[config.mk]
export PLATFORM = sky130hd
export DESIGN_NAME = gold_descrambler
export DESIGN_NICKNAME = d
export VERILOG_FILES = /design/src/rtl/gold_descrambler.sv
export SDC_FILE = /design/constraint.sdc
export NUM_CORES = 1
export LEC_CHECK = 0
export CAP_MARGIN = 20
export CORE_MARGIN = 2
export CORE_UTILIZATION = 50
export CTS_CLUSTER_DIAMETER = 200
export DETAILED_ROUTE_END_ITERATION = 6
export PLACE_DENSITY = 0.79
export SLEW_MARGIN = 30
export SYNTH_ARGS = -nofsm -noshare
export SYNTH_HDL_FRONTEND = slang
export SYNTH_SLANG_ARGS = --single-unit
[constraint.sdc]
create_clock -name clk -period 3.2 [get_ports clk]
set_clock_uncertainty 0.1 [all_clocks]
set_input_delay 0.48 -clock clk [delete_from_list [all_inputs] [get_ports clk]]
set_output_delay 0.48 -clock clk [all_outputs]
set_load 0.02 [all_outputs]
[src/rtl/gold_descrambler.sv]
// Gold-sequence descrambler: drives an external x2 generator, runs x1 locally,
// and XORs c(n) onto a W-bit valid/ready stream for one codeword per start.
module gold_descrambler #(
    parameter int W     = 8,
    parameter int LEN_W = 16
) (
    input  logic             clk,
    input  logic             rst_n,
    input  logic             i_start,
    input  logic [30:0]      i_c_init,
    input  logic [LEN_W-1:0] i_len,
    output logic             o_x2_load,
    output logic             o_x2_en,
    output logic [30:0]      o_x2_init,
    input  logic [W-1:0]     i_x2_seq,
    input  logic             s_valid,
    output logic             s_ready,
    input  logic [W-1:0]     s_data,
    output logic             m_valid,
    input  logic             m_ready,
    output logic [W-1:0]     m_data,
    output logic             m_last,
    output logic             o_busy,
    output logic             o_done
);

    typedef enum logic [2:0] {
        IDLE,
        LOAD,
        PRIME,
        RUN,
        DRAIN,
        DONE
    } state_t;

    // Row k is x^(1600+k) mod (x^31 + x^3 + 1): the x1 taps for output bit k.
    function automatic logic [W-1:0][30:0] x1_masks();
        logic [31:0]           p;
        logic [W-1:0][30:0]    m;
        p = 32'd1;
        m = '0;
        for (int i = 0; i < 1600; i++) begin
            p = p << 1;
            if (p[31]) begin
                p = p ^ 32'h8000_0009;
            end
        end
        for (int k = 0; k < W; k++) begin
            m[k] = p[30:0];
            p = p << 1;
            if (p[31]) begin
                p = p ^ 32'h8000_0009;
            end
        end
        return m;
    endfunction

    localparam logic [W-1:0][30:0] X1_MASK = x1_masks();
    localparam logic [LEN_W:0]     W_L     = (LEN_W + 1)'(W);
    localparam logic [LEN_W:0]     W_M1    = (LEN_W + 1)'(W - 1);

    state_t           state_q;
    state_t           state_d;
    logic [30:0]      c_init_q;
    logic [LEN_W-1:0] cnt_q;
    logic [LEN_W:0]   rem_q;
    logic [30:0]      x1_q;
    logic [30:0]      x1_nxt;
    logic [W-1:0]     x1_word;
    logic [W-1:0]     x1_par;
    logic [W-1:0]     tail_keep;
    logic [LEN_W:0]   len_ext;
    logic [LEN_W:0]   beats_ext;
    logic [LEN_W:0]   rem_ext;
    logic             beat_in;
    logic             last_beat;

    assign len_ext   = {1'b0, i_len};
    assign beats_ext = (len_ext + W_M1) / W_L;
    assign rem_ext   = len_ext % W_L;
    assign last_beat = (cnt_q == LEN_W'(1));
    assign o_x2_init = c_init_q;

    // State register.
    always_ff @(posedge clk or negedge rst_n) begin
        if (!rst_n) begin
            state_q <= IDLE;
        end else begin
            state_q <= state_d;
        end
    end

    // Next-state decode.
    always_comb begin
        state_d = state_q;
        unique case (state_q)
            IDLE: begin
                if (i_start) begin
                    state_d = (i_len == '0) ? DONE : LOAD;
                end
            end
            LOAD:  state_d = PRIME;
            PRIME: state_d = RUN;
            RUN: begin
                if (beat_in && last_beat) begin
                    state_d = DRAIN;
                end
            end
            DRAIN: begin
                if (m_valid && m_ready) begin
                    state_d = DONE;
                end
            end
            DONE:    state_d = IDLE;
            default: state_d = IDLE;
        endcase
    end

    // Control outputs; x2/x1 advance only on PRIME or an accepted beat.
    always_comb begin
        o_x2_load = 1'b0;
        s_ready   = 1'b0;
        beat_in   = 1'b0;
        o_x2_en   = 1'b0;
        o_busy    = (state_q != IDLE);
        o_done    = (state_q == DONE);
        unique case (state_q)
            LOAD:  o_x2_load = 1'b1;
            PRIME: o_x2_en   = 1'b1;
            RUN: begin
                s_ready = !m_valid || m_ready;
                beat_in = s_valid && s_ready;
                o_x2_en = beat_in;
            end
            default: begin
                o_x2_load = 1'b0;
            end
        endcase
    end

    // Codeword context: c_init, remaining beats and tail remainder.
    always_ff @(posedge clk or negedge rst_n) begin
        if (!rst_n) begin
            c_init_q <= '0;
            cnt_q    <= '0;
            rem_q    <= '0;
        end else if (state_q == IDLE && i_start) begin
            c_init_q <= i_c_init;
            cnt_q    <= beats_ext[LEN_W-1:0];
            rem_q    <= rem_ext;
        end else if (beat_in) begin
            cnt_q <= cnt_q - 1'b1;
        end
    end

    // x1 state stepped W positions ahead.
    always_comb begin
        x1_nxt = x1_q;
        for (int i = 0; i < W; i++) begin
            x1_nxt = {x1_nxt[3] ^ x1_nxt[0], x1_nxt[30:1]};
        end
    end

    // Parallel x1 word: bit k = x1(n+1600+k) of the current state.
    always_comb begin
        x1_par = '0;
        for (int k = 0; k < W; k++) begin
            x1_par[k] = ^(x1_q & X1_MASK[k]);
        end
    end

    // x1 generator; word register moves in lockstep with x2_seq_gen.
    always_ff @(posedge clk or negedge rst_n) begin
        if (!rst_n) begin
            x1_q    <= '0;
            x1_word <= '0;
        end else if (state_q == LOAD) begin
            x1_q <= 31'h1;
        end else if (o_x2_en) begin
            x1_q    <= x1_nxt;
            x1_word <= x1_par;
        end
    end

    // Bits past the codeword end in the final beat are zeroed.
    always_comb begin
        tail_keep = '1;
        if (last_beat && rem_q != '0) begin
            for (int k = 0; k < W; k++) begin
                tail_keep[k] = ((LEN_W + 1)'(k) < rem_q);
            end
        end
    end

    // Single output register; holds while the sink stalls.
    always_ff @(posedge clk or negedge rst_n) begin
        if (!rst_n) begin
            m_valid <= 1'b0;
            m_data  <= '0;
            m_last  <= 1'b0;
        end else if (beat_in) begin
            m_valid <= 1'b1;
            m_data  <= (s_data ^ i_x2_seq ^ x1_word) & tail_keep;
            m_last  <= last_beat;
        end else if (m_ready) begin
            m_valid <= 1'b0;
            m_last  <= 1'b0;
        end
    end

endmodule

==> flow_metrics.tcl, run 1 <==
set metrics [dict create \
    status "finished, final reports clean" \
    leakage_nw 2.98 \
    synth_warnings 0 \
    grt.overflow.total 0 \
    grtUsageMet1 0.285 \
    drt_iter0_drc 289 \
    numCtsBuffers 9 \
    cts_tree "done" \
    place_inst 810 \
    ys_async_sr_fraction 1.00 \
    path_max_fanout 11 \
    grt_pass1_vias 4351 \
    fillers 837 \
    core_um2 10300 \
    antenna_cells 0 \
    fin_crit_sh 0.882 \
    post_route_cells_drive_above_1_share 0.0478 \
    gp_congestion 0.881 \
    synth_top_area_frac 0.481 \
    rows 37 \
    syn-cell-area_um2 5300 \
    worst_slew_pin_slew_ps 583 \
    num_vias 4403 \
    clock_sinks 102 \
    ys_ff_latch 102 \
    peakVddDrop_uv 376 \
    antenna_found_initial 0 \
    critical_path_required_ps 2620 \
    totalPowerFinal_mw 5.53 \
    yosysSeqAreaShare 0.481 \
    finish.instance_area_um2 6790 \
    grt_use_met2 0.384 \
    tns_ps 0 \
    clockBufferDepth 2 \
    ys_types 49 \
    ant_nets 0 \
    wirelength_mm 12.6 \
    hold_viol 0 \
    fin_nets 756 \
    synth_area_leaders "dfrtp_1 48%, nand2_1 13%, xnor2_1 13%, xor2_1 3.8%, nand3_1 3.2%" \
    dp_hpwl_mm 9.07 \
    endpoint_kind "primary output" \
    clock-root-buffer "clkbuf_8" \
    syn-instance-count 592 \
    drc_errors 0 \
    slew-limit-headroom 0.611 \
    yosysTopAreaCell "dfrtp_1" \
    drv_cap 0 \
    pin_count 114 \
    dieHeight_um 107 \
    syn2layout_area_growth_pct 28.0 \
    layout.cells.non_filler 827 \
    clk_pin_slew_worst_paths_ps 100 \
    setup_viol 0 \
    final_common_cell "nand2_1" \
    final_cell_mix "189 x nand2_1, 112 x clkdlybuf4s50_1, 102 x dfrtp_1, 76 x xnor2_1, 34 x nand3_1" \
    die_x_um 107 \
    dpl_cell_area_um2 6530 \
    cp.arrival_ps 2240 \
    power_density_nw_per_um2 815 \
    syn-mean-instance-area_um2 8.96 \
    dr.pass1.iters 4 \
    start_util 0.514 \
    grt_usage 0.227 \
    htreeDepth 3 \
    viasPerCell 5.32 \
    post_drt_wl_per_cell_um 15.2 \
    worstSetupPathType "reg -> out" \
    syn_nets 662 \
    slew_viol_final 0 \
    r2r_slack_ps 940 \
    grt.met3_usage 0.0462 \
    period_needed_ps 2820 \
    clock_latency_ps 380 \
    grt_max_degree 58 \
    cts_resized 0 \
    grt_first_pass_wirelength_mm 20.5 \
    rsz0062_at_grt "false" \
    busiest_layer "met2" \
    cp-start-kind "flip-flop" \
    maxClockFrequency_mhz 354 \
    die-area_um2 11400 \
    fin_util 0.657 \
    portBuffers 113 \
    synth_edf_count 0 \
    synth_ff_type "dfrtp_1" \
    hold_class "reg -> reg" \
]
==> cell usage after synthesis (all sizes together) (9+ instances only) <==
cell type and count:
nand3 34, clkbuf 29, buf 9, xor2 23
o21ai 27, nor2 14, xnor2 76, nor4 10
nand2 189, dfrtp 102
==> path summary, 6_finish.rpt <==
| kind | startpoint | endpoint | cells past startpoint |
|---|---|---|---|
| min in group asynchronous | rst_n | x1_q[0]$_DFFE_PN0P_ | 2 |
| hold reg to reg | o_x2_init[8]$_DFFE_PN0P_ | o_x2_init[8]$_DFFE_PN0P_ | 2 |
| hold / removal | o_x2_init[8]$_DFFE_PN0P_ | o_x2_init[8]$_DFFE_PN0P_ | 2 |
| setup / recovery | state_q[2]$_DFFE_PN0P_ | o_x2_load | 3 |
| setup reg to reg | cnt_q[6]$_DFFE_PN0P_ | m_data[1]$_DFFE_PN0P_ | 5 |
| max in group asynchronous | rst_n | cnt_q[11]$_DFFE_PN0P_ | 3 |
==> critical path: stages (launching register included) <==
cell and delay [ps]:
dfrtp_1 500, or3b_2 560, inv_1 170, clkdlybuf4s50_1 630
==> repair_timing <==
item | in CTS | in global routing
hold buffers | 1 | 0
endpoints found under the hold margin | 3 | 0
buffers inserted | 0 | 0
==> layer usage <==
metal / share of wire / wire length [um]
met5: 0 / 0
met4: 0.031 / 392
met3: 0.045 / 562
met2: 0.52 / 6500
met1: 0.41 / 5130
==> where the power goes <==
part / switching (mW) / internal (mW) / total [mW]
logic: 1.21 / 1.28 / 2.50
clock network: 0.471 / 0.530 / 1.00
registers: 0.383 / 1.65 / 2.03
==> state kept, by name, summed over array words and instances, names as in the netlist <==
name / cells
x1_word: 8
m_data: 8
x1_q: 31
rem_q: 3
o_x2_init: 31
m_last: 1
state_q: 3
cnt_q: 16
m_valid: 1
==> per-stage QoR <==
| step | hold slack, ps | worst slack (ps) |
|---|---|---|
| final | 380 | 378 |
| after floorplan | 84.4 | 1100 |
| after global routing | 408 | 346 |
| after CTS | 386 | 374 |
| after detailed placement | 361 | 462 |
| after global placement | 357 | 453 |
==> logic make-up after synthesis <==
kind of cell | count (synthesis) | share of synthesized area
DFF | 102 | 0.481
AOI/OAI and AO/OA | 54 | 0.0644
adders and majority gates | 2 | 0.00472
xor gates and xnor gates | 99 | 0.164
muxes | 4 | 0.00779
buffers and inverters | 43 | 0.0335
and+or+nand+nor | 288 | 0.245
==> area by class of cell <==
| cell class | instances | area, um^2 | area share |
|---|---|---|---|
| multi-input combinational | 447 | 2580 | 0.380 |
| sequential | 102 | 2550 | 0.376 |
| timing repair buffer | 121 | 1220 | 0.179 |
| tap | 136 | 170 | 0.0251 |
| clock inverter | 7 | 128 | 0.0188 |
| clock buffer | 9 | 124 | 0.0182 |
| inverter | 5 | 18.8 | 0.00276 |
Note: power is estimated with default switching activity, not from simulation.
==> run 2: changes to the inputs <==
--- a/config.mk
+++ b/config.mk
@@ -11,7 +11,7 @@
 export CTS_CLUSTER_DIAMETER = 200
 export DETAILED_ROUTE_END_ITERATION = 6
 export PLACE_DENSITY = 0.79
-export SLEW_MARGIN = 30
+export SLEW_MARGIN = 20
 export SYNTH_ARGS = -nofsm -noshare
 export SYNTH_HDL_FRONTEND = slang
 export SYNTH_SLANG_ARGS = --single-unit
==> results of run 2 <==
Final layout, timing and power as in run 1 (identical DEF).
==> run 3: changes to the inputs <==
--- a/config.mk
+++ b/config.mk
@@ -6,11 +6,12 @@
 export NUM_CORES = 1
 export LEC_CHECK = 0
 export CAP_MARGIN = 20
-export CORE_MARGIN = 2
+export CORE_MARGIN = 10
 export CORE_UTILIZATION = 50
 export CTS_CLUSTER_DIAMETER = 200
 export DETAILED_ROUTE_END_ITERATION = 6
 export PLACE_DENSITY = 0.79
+export SKIP_CTS_REPAIR_TIMING = 1
 export SLEW_MARGIN = 20
 export SYNTH_ARGS = -nofsm -noshare
 export SYNTH_HDL_FRONTEND = slang
==> constraint.sdc (replaced) <==
create_clock -name clk -period 3.2 [get_ports clk]
set_clock_uncertainty 0.1 [all_clocks]
set_input_delay 0.64 -clock clk [delete_from_list [all_inputs] [get_ports clk]]
set_output_delay 0.64 -clock clk [all_outputs]
set_load 0.02 [all_outputs]
==> run 3 against run 2 <==
Fmax shrank 5.9%. Die area increased by 32%. Clock power barely moved. Design area barely moved. First-iteration DRC count grew 22%. Global-route usage down 4.7 points. Flip-flop and latch count is the same. Count of clock-buffer cells in the layout is the same. Critical path type is now in -> out. Sequential share of layout area hardly changed.
==> flow_metrics.tcl, run 3 (same netlist as run 1, synthesis figures left out) <==
set metrics [dict create \
    status "finished, final reports clean" \
    drv_cap 0 \
    critical_path_required_ps 2460 \
    endpoint_kind "primary output" \
    rows 37 \
    worst_slew_pin_slew_ps 828 \
    grt_max_degree 66 \
    peakVddDrop_uv 450 \
    worstPathCellList "clkdlybuf4s50_1, nand2b_1, nand2_1, a21o_1, clkinv_1, clkdlybuf4s50_1" \
    num_vias 4390 \
    hold_class "in -> async" \
    layout.cells.non_filler 827 \
    p_sw_frac 0.372 \
    grt_usage 0.180 \
    fin_crit_sh 0.937 \
    tns_ps 0 \
    maxClockFrequency_mhz 333 \
    ant_nets 0 \
    totalPowerFinal_mw 5.51 \
    grt_pass1_vias 4543 \
    syn2layout_area_growth_pct 27.9 \
    setup_slack_ps 201 \
    clockBufferDepth 2 \
    wirelength_mm 13.6 \
    final_cell_mix "189 x nand2_1, 112 x clkdlybuf4s50_1, 102 x dfrtp_1, 76 x xnor2_1, 34 x nand3_1" \
    clock-root-buffer "clkbuf_8" \
    die_x_um 123 \
    worstSetupPathType "in -> out" \
    slew_viol_final 0 \
    clock_sinks 102 \
    power.switching_mw 2.05 \
    power_density_nw_per_um2 813 \
    holdWs_ps 250 \
    leakage_nw 2.98 \
    cts_tree "done" \
    dieHeight_um 123 \
    grt.overflow.total 0 \
    worstRegToRegCells 7 \
    place_inst 811 \
    htreeDepth 3 \
    post_drt_wl_per_cell_um 16.5 \
    numCtsBuffers 9 \
    period_needed_ps 3000 \
    fin_nets 756 \
    p_int_mw 3.46 \
    core_um2 10300 \
    pwr-share-clk 0.182 \
    post_route_cells_drive_above_1_share 0.0492 \
    dpl_cell_area_um2 6530 \
    die-area_um2 15100 \
    finish.instance_area_um2 6780 \
    slew-limit-headroom 0.448 \
    setup_viol 0 \
    viasPerCell 5.31 \
    start_util 0.514 \
    rsz0062_at_grt "false" \
    final_common_cell "nand2_1" \
    antenna_cells 0 \
    cpPeakStageDelay_ps 630 \
    path_max_fanout 3 \
    drt_iter0_drc 354 \
    clk_pin_slew_worst_paths_ps 110 \
    place_ws_ps 216 \
    fin_util 0.657 \
    cp.arrival_ps 2260 \
    portBuffers 113 \
    slowest_stage "clkdlybuf4s50_1" \
    dr.pass1.iters 5 \
    p_seq_frac 0.371 \
    antenna_found_initial 0 \
    gp_congestion 0.853 \
    hold_viol 0 \
    dp_hpwl_mm 10.2 \
    clock_latency_ps 390 \
    drc_errors 0 \
    grt_first_pass_wirelength_mm 21.8 \
    cp-start-kind "input pin" \
    pin_count 114 \
    crit_path_frequent_cell "clkdlybuf4s50_1" \
    comb_power_share 0.447 \
]
==> run 3: cell types whose count changed in the layout (fill, tap and decap cells not counted), sizes merged <==
cell,change
clkinv,-2
buf,+1
inv,+1
dlygate4sd3,-1
clkinvlp,+1
==> run 3: routing by layer <==
layer  vias to the layer above  wire [um]  global-route usage
met2                       124       6800               0.306
met5                         -          0                   0
li1                       2132          -                   -
met3                        23        954              0.0634
met4                         0        375              0.0699
met1                      2111       5490               0.202
==> run 3: worst paths after layout <==
kind                       slack (ps)                       from                        end
max                               200                    m_ready                    o_x2_en
min                               250                      rst_n   o_x2_init[5]$_DFFE_PN0P_
max reg2reg                       860       cnt_q[0]$_DFFE_PN0P_      cnt_q[12]$_DFFE_PN0P_
min reg2reg                       380  o_x2_init[30]$_DFFE_PN0P_  o_x2_init[30]$_DFFE_PN0P_
max in group asynchronous        2040                      rst_n      m_data[1]$_DFFE_PN0P_
min in group clk                  380  o_x2_init[30]$_DFFE_PN0P_  o_x2_init[30]$_DFFE_PN0P_
==> run 3: layout make-up <==
class | count | area (um^2)
clock buffers | 9 | 124
clock inverters | 7 | 126
fillers | 817 | 3540
inverters | 5 | 18.8
multi-input cells | 447 | 2580
flip-flops and latches | 102 | 2550
well taps | 136 | 170
repair buffers | 121 | 1210
==> run 3: power by group through the flow <==
stage / Clock [mW] / Sequential (mW) / Combinational [mW]
global route: 1.08 / 2.09 / 2.72
finish: 1.00 / 2.05 / 2.46
detailed placement: 0 / 2.07 / 2.47
floorplan: 0 / 2.01 / 1.84
global placement: 0 / 2.04 / 2.39
CTS: 1.02 / 2.04 / 2.50
==> run 3: worst max-delay path: cells and delay by family <==
kind / cells / cell delay (ps)
buffers and inverters: 3 / 1210
AOI/OAI and AO/OA: 1 / 210
and+or+nand+nor: 2 / 200
